==> src/rtl/arbiter_rr_if.sv <==
// Arbiter bus bundle: manager-side requests and subordinate handshakes in,
// request/response grants and FIFO occupancy out.
//   master : drives g_want, req_accepted, resp_accepted; observes grants
//   slave  : the arbiter itself
interface arbiter_rr_if #(
  parameter int unsigned NUM_M           = 2,
  parameter int unsigned MAX_OUTSTANDING = 8
);
  localparam int unsigned G_BITS = $clog2(NUM_M + 1);
  localparam int unsigned C_BITS = $clog2(MAX_OUTSTANDING + 1);

  logic [NUM_M-1:0]  g_want;
  logic              req_accepted;
  logic              resp_accepted;
  logic [G_BITS-1:0] g_req;
  logic [G_BITS-1:0] g_resp;
  logic [C_BITS-1:0] outstanding;
  logic              resp_full;

  modport master (
    output g_want, req_accepted, resp_accepted,
    input  g_req, g_resp, outstanding, resp_full
  );

  modport slave (
    input  g_want, req_accepted, resp_accepted,
    output g_req, g_resp, outstanding, resp_full
  );
endinterface

==> src/rtl/arbiter_rr.sv <==
// N-manager to 1-subordinate arbiter with request grant and in-order
// response grant. Round-robin or fixed-priority selection; a grant FIFO
// tracks up to MAX_OUTSTANDING accepted-but-unanswered transactions.
// Ports:
//   clk, rst  clock and synchronous active-high reset
//   bus       arbiter_rr_if.slave (g_want, req_accepted, resp_accepted in;
//             g_req, g_resp, outstanding, resp_full out)
module arbiter_rr #(
  parameter int unsigned NUM_M           = 2,
  parameter int unsigned ROUND_ROBIN     = 1,
  parameter int unsigned MAX_OUTSTANDING = 8
) (
  input  logic         clk,
  input  logic         rst,
  arbiter_rr_if.slave  bus
);
  localparam int unsigned G_BITS = $clog2(NUM_M + 1);
  localparam int unsigned C_BITS = $clog2(MAX_OUTSTANDING + 1);
  localparam int unsigned P_BITS = $clog2(MAX_OUTSTANDING);

  localparam logic [G_BITS-1:0] IDLE    = G_BITS'(NUM_M);
  localparam logic [G_BITS-1:0] LAST_M  = G_BITS'(NUM_M - 1);
  localparam logic [C_BITS-1:0] CNT_MAX = C_BITS'(MAX_OUTSTANDING);

  logic [G_BITS-1:0] g_req_q, g_req_next;
  logic [G_BITS-1:0] rr_ptr, rr_ptr_next;
  logic [C_BITS-1:0] cnt_q, cnt_next;
  logic              full_q;
  logic [P_BITS-1:0] wr_ptr, rd_ptr;
  logic [G_BITS-1:0] mem [MAX_OUTSTANDING];

  logic              push, pop;
  logic [G_BITS-1:0] start;
  logic [G_BITS-1:0] win_hi, win_lo, winner;
  logic              found_hi, found_lo;

  // Winner search: first set bit at or above start, else lowest set bit
  // (the wrap-around part of the rotation). Fixed priority uses start = 0.
  always_comb begin
    start    = '0;
    found_hi = 1'b0;
    found_lo = 1'b0;
    win_hi   = IDLE;
    win_lo   = IDLE;
    if (ROUND_ROBIN != 0 && rr_ptr != LAST_M) begin
      start = rr_ptr + G_BITS'(1);
    end
    for (int unsigned i = 0; i < NUM_M; i++) begin
      if (bus.g_want[i]) begin
        if (!found_lo) begin
          found_lo = 1'b1;
          win_lo   = G_BITS'(i);
        end
        if (!found_hi && i >= 32'(start)) begin
          found_hi = 1'b1;
          win_hi   = G_BITS'(i);
        end
      end
    end
    winner = found_hi ? win_hi : win_lo;
  end

  // Next state: FIFO occupancy and request-grant re-arbitration.
  always_comb begin
    push        = bus.req_accepted && (g_req_q != IDLE);
    pop         = bus.resp_accepted && (cnt_q != '0);
    cnt_next    = cnt_q + C_BITS'(push) - C_BITS'(pop);
    g_req_next  = g_req_q;
    rr_ptr_next = rr_ptr;
    if (g_req_q == IDLE || bus.req_accepted) begin
      // A grant is only issued with a free slot, so a held grant never overflows.
      if (cnt_next < CNT_MAX && winner != IDLE) begin
        g_req_next  = winner;
        rr_ptr_next = winner;
      end else begin
        g_req_next  = IDLE;
      end
    end
  end

  // Control registers.
  always_ff @(posedge clk) begin
    if (rst) begin
      g_req_q <= IDLE;
      rr_ptr  <= LAST_M;
      cnt_q   <= '0;
      full_q  <= 1'b0;
      wr_ptr  <= '0;
      rd_ptr  <= '0;
    end else begin
      g_req_q <= g_req_next;
      rr_ptr  <= rr_ptr_next;
      cnt_q   <= cnt_next;
      full_q  <= (cnt_next == CNT_MAX);
      if (push) begin
        wr_ptr <= wr_ptr + P_BITS'(1);
      end
      if (pop) begin
        rd_ptr <= rd_ptr + P_BITS'(1);
      end
    end
  end

  // Grant FIFO storage; contents are don't-care while empty.
  always_ff @(posedge clk) begin
    if (push) begin
      mem[wr_ptr] <= g_req_q;
    end
  end

  assign bus.g_req       = g_req_q;
  assign bus.g_resp      = (cnt_q == '0) ? IDLE : mem[rd_ptr];
  assign bus.outstanding = cnt_q;
  assign bus.resp_full   = full_q;

  // Simulation checks: no overflow, and a held grant stays put.
  always_ff @(posedge clk) begin
    if (!rst) begin
      assert (!(push && !pop && cnt_q == CNT_MAX))
        else $error("arbiter_rr: push into full grant FIFO");
      assert (!(g_req_q != IDLE && !bus.req_accepted && g_req_next != g_req_q))
        else $error("arbiter_rr: held request grant changed");
    end
  end
endmodule

==> src/flat_wrapper.sv <==
// flat-port wrapper written by rule: the top's interface ports become plain ports
module arbiter_rr_flat 
#(
  parameter int unsigned NUM_M           = 2,
  parameter int unsigned ROUND_ROBIN     = 1,
  parameter int unsigned MAX_OUTSTANDING = 8
)
  (clk, rst, bus_g_want, bus_req_accepted, bus_resp_accepted, bus_g_req, bus_g_resp, bus_outstanding, bus_resp_full);
  arbiter_rr_if #(.NUM_M(NUM_M), .MAX_OUTSTANDING(MAX_OUTSTANDING)) bus_i ();
  input  logic clk;
  input  logic rst;
  input wire logic [$bits(bus_i.g_want)-1:0] bus_g_want;
  input wire logic [$bits(bus_i.req_accepted)-1:0] bus_req_accepted;
  input wire logic [$bits(bus_i.resp_accepted)-1:0] bus_resp_accepted;
  output wire logic [$bits(bus_i.g_req)-1:0] bus_g_req;
  output wire logic [$bits(bus_i.g_resp)-1:0] bus_g_resp;
  output wire logic [$bits(bus_i.outstanding)-1:0] bus_outstanding;
  output wire logic [$bits(bus_i.resp_full)-1:0] bus_resp_full;
  assign bus_i.g_want = bus_g_want;
  assign bus_i.req_accepted = bus_req_accepted;
  assign bus_i.resp_accepted = bus_resp_accepted;
  assign bus_g_req = bus_i.g_req;
  assign bus_g_resp = bus_i.g_resp;
  assign bus_outstanding = bus_i.outstanding;
  assign bus_resp_full = bus_i.resp_full;
  arbiter_rr #(.NUM_M(NUM_M), .ROUND_ROBIN(ROUND_ROBIN), .MAX_OUTSTANDING(MAX_OUTSTANDING)) u_core (.clk(clk), .rst(rst), .bus(bus_i));
endmodule
==> config.mk <==
export PLATFORM = sky130hd
export DESIGN_NAME = arbiter_rr_flat
export DESIGN_NICKNAME = d
export VERILOG_FILES = /design/src/rtl/arbiter_rr_if.sv /design/src/rtl/arbiter_rr.sv /design/src/flat_wrapper.sv
export SDC_FILE = /design/constraint.sdc
export NUM_CORES = 1
export LEC_CHECK = 0
export ABC_AREA = 1
export CAP_MARGIN = 20
export CORE_MARGIN = 5
export CORE_UTILIZATION = 25
export DETAILED_ROUTE_END_ITERATION = 12
export HOLD_SLACK_MARGIN = 0.06
export PLACE_DENSITY_LB_ADDON = 0.3
export SYNTH_ARGS = -nofsm -noshare
export SYNTH_HDL_FRONTEND = slang
export SYNTH_SLANG_ARGS = --single-unit
==> constraint.sdc <==
create_clock -name clk -period 4.7 [get_ports clk]
set_input_delay 0.94 -clock clk [delete_from_list [all_inputs] [get_ports clk]]
set_output_delay 0.94 -clock clk [all_outputs]
set_load 0.1 [all_outputs]
==> qor.txt, run 1 <==
CTS tree - yes
Fmax - 299 MHz
Setup TNS - 0 ns
count leader, synth - inv_1
crit path time final - 3.35 ns
fin nets - 194
clock slew at reported path FFs - 0.07 ns
number of global-route vias before repair - 1091
sequential area share after synthesis - 56.5%
Yosys top cell area share - 32.3%
first-pass GRT wire length - 4.99 mm
Yosys cell types - 24
# rows - 28
path depth of the worst reg2reg path - 12
most frequent cells after synthesis - inv_1 (24), nor2_1 (23), nand2_1 (22), dfxtp_1 (18), edfxtp_1 (16)
DPL Wire Length - 2.14 mm
final WL - 2.76 mm
fin crit share - 71.2%
VDD IR max - 0.212 mV
post-CTS sizing - 0
dpl ws - 1.66 ns
Slew headroom - 35.0%
cell chain of the critical path - o21ai_0 -> o22ai_1 -> nor2_1 -> nor2_1 -> clkdlybuf4s50_1
R2R Path Start - u_core.bus.outstanding[2]
CP arrival - 2.41 ns
# IOs - 15
Post-CTS Setup Bufs - 0
clk sinks - 34
CP Capture Type - output port
clock buffer depth - 2
status - complete, no violations
Syn Nets - 174
critical path fanouts, max - 9
reg-to-reg endpoint - u_core.bus.resp_full
gr usage total - 8.64%
Synth Warn # - 0
share of cells above drive strength 1 - 10.5%
met3 global-route usage - 1.99%
# DRC - 0
Worst Setup Start Kind - flip-flop
antenna-violating nets left - 0
Initial Util - 25.4%
Die Y - 87.2 um
r2r setup slk - 2.33 ns
Worst-Margin Slew - 0.973 ns
Crit path required time - 3.76 ns
Die Area - 0.00760 sq mm
cts hold-fix bufs - 0
via count - 1061
drt pass-1 iters - 4
Mapped Cells - 160
post-route total power - 1.31 mW
diodes inserted - 0
Crit-path slowest cell - clkdlybuf4s50_1
core box area - 0.00585 sq mm
Hold WC Path Type - flip-flop to flip-flop
Final Skew - 0.00886 ns
area leader, netlist - edfxtp_1
Crit Path Category - flip-flop to output port
Die Span X - 87.2 um
slack of the critical path - 1.35 ns
post-synthesis register bit count - 34
Finished Core Util - 31.2%
H-tree Lvls - 2
CTS Root Cell - clkbuf_8
Initial DRC Count - 27
RD Place Congestion - 0.843
GR Overflow Total - 0
antenna violations before repair - 0
synth top area cells - edfxtp_1 (32%), dfxtp_1 (24%), inv_1 (6.1%), ha_1 (5.9%), nor2_1 (5.8%)
pwr dens - 719 mW/mm^2
Worst-Skew Late Latency - 0.29 ns
setup violators final - 0
Max Slew Vio Count - 0
number of max-cap violations - 0
Post-synth ARST share - 0%
Layout area overhead - 22.8%
Worst path max stage delay - 1.14 ns
via/cell ratio - 4.14
Port-buffer cells - 14
Main synth FF type - dfxtp_1
final hold vios - 0
RSZ-0062 raised after global routing - no
Most Crowded Layer GR - met2
crit-path most repeated cell - nor2_1
Post-synth EDFFs - 16
Leakage Power - 0.722 nW
largest net degree at the start of global routing - 13
Post-Syn Area - 0.00149 sq mm
crit path to - bus_g_resp[0]
routed len/inst - 10.8 um
TritonCTS buffer count - 5
Synth Area per Inst - 9.31 sq um
M2 GR Usage - 15.1%
met1 Use GR - 9.62%
[how the worst min path moves through the flow]
stage                           startpoint  cells after the start               end
after floorplan           u_core.rr_ptr[0]                      2  u_core.rr_ptr[0]
after detailed placement  u_core.rr_ptr[0]                      2  u_core.rr_ptr[0]
final                     u_core.rr_ptr[0]                      2  u_core.rr_ptr[0]
after global routing      u_core.rr_ptr[1]                      2  u_core.rr_ptr[1]
after CTS                 u_core.rr_ptr[1]                      2  u_core.rr_ptr[1]
after global placement    u_core.rr_ptr[0]                      2  u_core.rr_ptr[0]
[layout make-up]
cell class	count	area, sq um
fillers	592	4020
flip-flops and latches	34	841
multi-input cells	97	528
repair buffers	15	148
inverters	27	104
well taps	75	93.8
clock buffers	5	68.8
clock inverters	3	45.0
[metal layers]
| metal | share of wire, % | vias up |
|---|---|---|
| met2 | 49 | 10 |
| met5 | 0 | - |
| met1 | 46 | 483 |
| li1 | - | 564 |
| met3 | 2.6 | 4 |
| met4 | 2.5 | 0 |
[cell usage in the layout, fill, tap and decap left out]
cell / synthesis / final
a21oi_1: 7 / 7
a21oi_2: 2 / 2
and2_4: 1 / 1
and3_1: 1 / 1
buf_4: 0 / 1
bufinv_16: 0 / 1
clkbuf_8: 0 / 5
clkdlybuf4s50_1: 0 / 14
clkinvlp_4: 0 / 2
dfxtp_1: 18 / 18
edfxtp_1: 16 / 16
fa_1: 1 / 1
ha_1: 7 / 7
inv_1: 24 / 24
inv_2: 2 / 2
inv_4: 1 / 1
nand2_1: 22 / 22
nand2_2: 2 / 2
nand3_1: 14 / 14
nand3_2: 1 / 1
nand4_1: 1 / 1
nor2_1: 23 / 23
nor3_2: 1 / 1
o21ai_0: 6 / 6
o21ai_1: 6 / 6
o22ai_1: 1 / 1
xnor2_1: 1 / 1
[worst max-delay path, delay by kind of cell, from the launching register on]
family	cells	cell delay, ns
buffers and inverters	1	1.14
flip-flops	1	0.51
AO/OA/AOI/OAI	2	0.32
AND/OR/NAND/NOR	2	0.16
[stage by stage]
stage / cell area (sq um) / cells / hold WS (ns)
6_report: 1830 / 256 / 0.462
5_1_grt: 1830 / 256 / 0.487
4_1_cts: 1830 / 256 / 0.466
3_5_place_dp: 1710 / 248 / 0.453
3_3_place_gp: 1710 / 248 / 0.444
2_1_floorplan: 1490 / 160 / 0.429
[report_power, final]
part | switching, mW | total (mW) | internal (mW)
clock network | 0.109 | 0.267 | 0.158
registers | 0.0434 | 0.416 | 0.372
logic | 0.451 | 0.632 | 0.181
[kinds of logic (layout without fill, tap and decap cells)]
kind of cell | count (synthesis) | in the layout | share of synthesized area [%]
AOI/OAI and AO/OA | 22 | 22 | 7.98
xor gates and xnor gates | 1 | 1 | 0.588
adders and majority gates | 8 | 8 | 7.23
and+or+nand+nor | 66 | 66 | 19.7
DFF | 34 | 34 | 56.5
buffers and inverters | 29 | 50 | 8.07
[registers in the layout, summed over array words and instances, names as in the netlist, named ones only]
signal                  flops
u_core.mem                 16
u_core.bus.resp_full        1
u_core.rd_ptr               3
u_core.bus.outstanding      4
u_core.bus.g_req            2
u_core.wr_ptr               3
u_core.rr_ptr               2
(Power assumes the default switching activity.)
==> run 2, diff against run 1 <==
Clock period 4.7 ns to 3.12 ns, I/O delays scaled along.
==> qor.txt, run 2 (synthesized netlist as in run 1, its figures left out) <==
TritonCTS buffer count - 5 (unchanged)
Hold WC Path Type - flip-flop to flip-flop
Die Area - 0.00760 sq mm (unchanged)
CP Capture Type - flip-flop
share of cells above drive strength 1 - 15.4% (+4.9 points)
# IOs - 15 (unchanged)
Worst-Margin Slew - 0.362 ns (-0.610 ns)
final hold vios - 0 (unchanged)
Layout area overhead - 20.3%
Worst Setup Start Kind - input port
met3 routed WL - 102 um (+42%)
VDD IR max - 0.752 mV (+250%)
number of max-cap violations - 0 (unchanged)
GR Overflow Total - 0 (unchanged)
H-tree Lvls - 2 (unchanged)
setup violators final - 0 (unchanged)
CP arrival - 2.55 ns (+0.14 ns)
Initial Util - 25.4% (unchanged)
largest net degree at the start of global routing - 12 (-1)
Sw Share - 47.1% (+1.2 points)
crit path time final - 2.35 ns
met2 wire length - 1.22 mm (-10%)
Int Power - 1.00 mW (+41%)
Initial DRC Count - 17 (-37%)
critical path fanouts, max - 6 (-3)
core box area - 0.00585 sq mm (unchanged)
DPL Wire Length - 2.02 mm (-5.4%)
routed len/inst - 10.2 um (-5.0%)
pwr dens - 1060 mW/mm^2 (+47%)
Crit path required time - 3.33 ns (-0.43 ns)
clock slew at reported path FFs - 0.06 ns (about the same)
fin crit share - 75.2%
Post-CTS Setup Bufs - 0 (unchanged)
post-CTS sizing - 0 (unchanged)
fin nets - 195 (+0.52%)
Setup TNS - 0 ns (unchanged)
sequential group share of total power - 32.4% (+0.8 points)
via/cell ratio - 4.02 (-3.1%)
final hold slack - 0.458 ns (-0.00466 ns)
CTS tree - yes
diodes inserted - 0 (unchanged)
most frequent cells in the layout - inv_1 (24), nand2_1 (22), nor2_1 (22), dfxtp_1 (18), edfxtp_1 (16)
RD Place Congestion - 0.755 (-10%)
gr usage total - 8.34% (-0.30 points)
fillers - 599 (+1.2%)
Slew headroom - 75.8% (+41 points)
via count - 1032 (-2.7%)
status - complete, no violations
CTS Root Cell - clkbuf_8
# DRC - 0 (unchanged)
# rows - 28 (unchanged)
drt pass-1 iters - 4 (unchanged)
Most flops, register - u_core.mem
Port-buffer cells - 14 (unchanged)
Clk pwr share - 17.3% (-3.0 points)
cts hold-fix bufs - 0 (unchanged)
Fmax - 426 MHz
first-pass GRT wire length - 4.71 mm (-5.7%)
wl on met1 - 1.21 mm (-3.2%)
Worst-Skew Late Latency - 0.29 ns (about the same)
max FFs per register - 16 (unchanged)
Die Y - 87.2 um (unchanged)
antenna violations before repair - 0 (unchanged)
Sw Pwr - 0.893 mW (+48%)
commonest non-fill, non-tap cell in the layout - inv_1
Crit Path Category - input port to flip-flop
Final Skew - 0.00907 ns (+0.000217 ns)
clk sinks - 34 (unchanged)
number of global-route vias before repair - 1023 (-6.2%)
RSZ-0062 raised after global routing - no
clock buffer depth - 2 (unchanged)
Gate power share - 50.4% (+2.3 points)
final WL - 2.63 mm (-4.6%)
Die Span X - 87.2 um (unchanged)
Max Slew Vio Count - 0 (unchanged)
antenna-violating nets left - 0 (unchanged)
Leakage Power - 0.734 nW (+1.6%)
max layer used - met4
[run 2: area by class of cell]
cell class	count	area, sq um	share of cell area, %
Clock buffer	8	90.1	5.03
Inverter	27	104	5.80
Multi-Input combinational cell	97	531	29.6
Tap cell	75	93.8	5.24
Timing Repair Buffer	16	133	7.40
Sequential cell	34	841	46.9
[run 2: per-stage QoR]
| step | power [mW] | setup WS [ns] | util, % | instances | cell area (sq um) |
|---|---|---|---|---|---|
| finish | 1.89 | 0.775 | 30.6 | 257 | 1790 |
| floorplan | 1.40 | 0.229 | - | 160 | 1490 |
| global placement | 1.59 | 0.527 | 29.1 | 249 | 1700 |
| detailed placement | 1.59 | 0.496 | 29.1 | 249 | 1700 |
| CTS | 1.93 | 0.784 | 30.6 | 257 | 1790 |
| global route | 2.03 | 0.671 | 30.6 | 257 | 1790 |
[run 2: per-layer routing]
| metal | track usage, % | up-vias |
|---|---|---|
| met2 | 13.3 | 10 |
| met4 | 5.44 | 0 |
| li1 | - | 559 |
| met1 | 9.13 | 456 |
| met3 | 3.41 | 7 |
| met5 | 0 | - |
[run 2: worst max-delay path, stage by stage]
cell and delay (ns):
clkdlybuf4s50_1 0.40, nand2_1 0.11, inv_2 0.07, ha_1 0.27, inv_1 0.04, ha_1 0.22
fa_1 0.38, xnor2_1 0.19, nand3_1 0.11, nor3_2 0.15
[run 2: path summary, 6_finish.rpt]
check	start	slack (ns)	endpoint	depth (start not counted)
worst min-delay path	u_core.rr_ptr[0]	0.46	u_core.rr_ptr[0]	2
worst max register to register	u_core.bus.outstanding[2]	0.86	u_core.bus.resp_full	12
worst max-delay path	bus_resp_accepted	0.77	u_core.bus.resp_full	10
worst min register to register	u_core.rr_ptr[0]	0.46	u_core.rr_ptr[0]	2
[run 2: power groups by stage]
stage / clock network [mW] / logic [mW] / registers (mW)
after global routing: 0.365 / 1.04 / 0.626
after floorplan: 0 / 0.546 / 0.853
final: 0.327 / 0.954 / 0.613
after detailed placement: 0 / 0.966 / 0.623
after global placement: 0 / 0.966 / 0.625
after CTS: 0.347 / 0.969 / 0.614
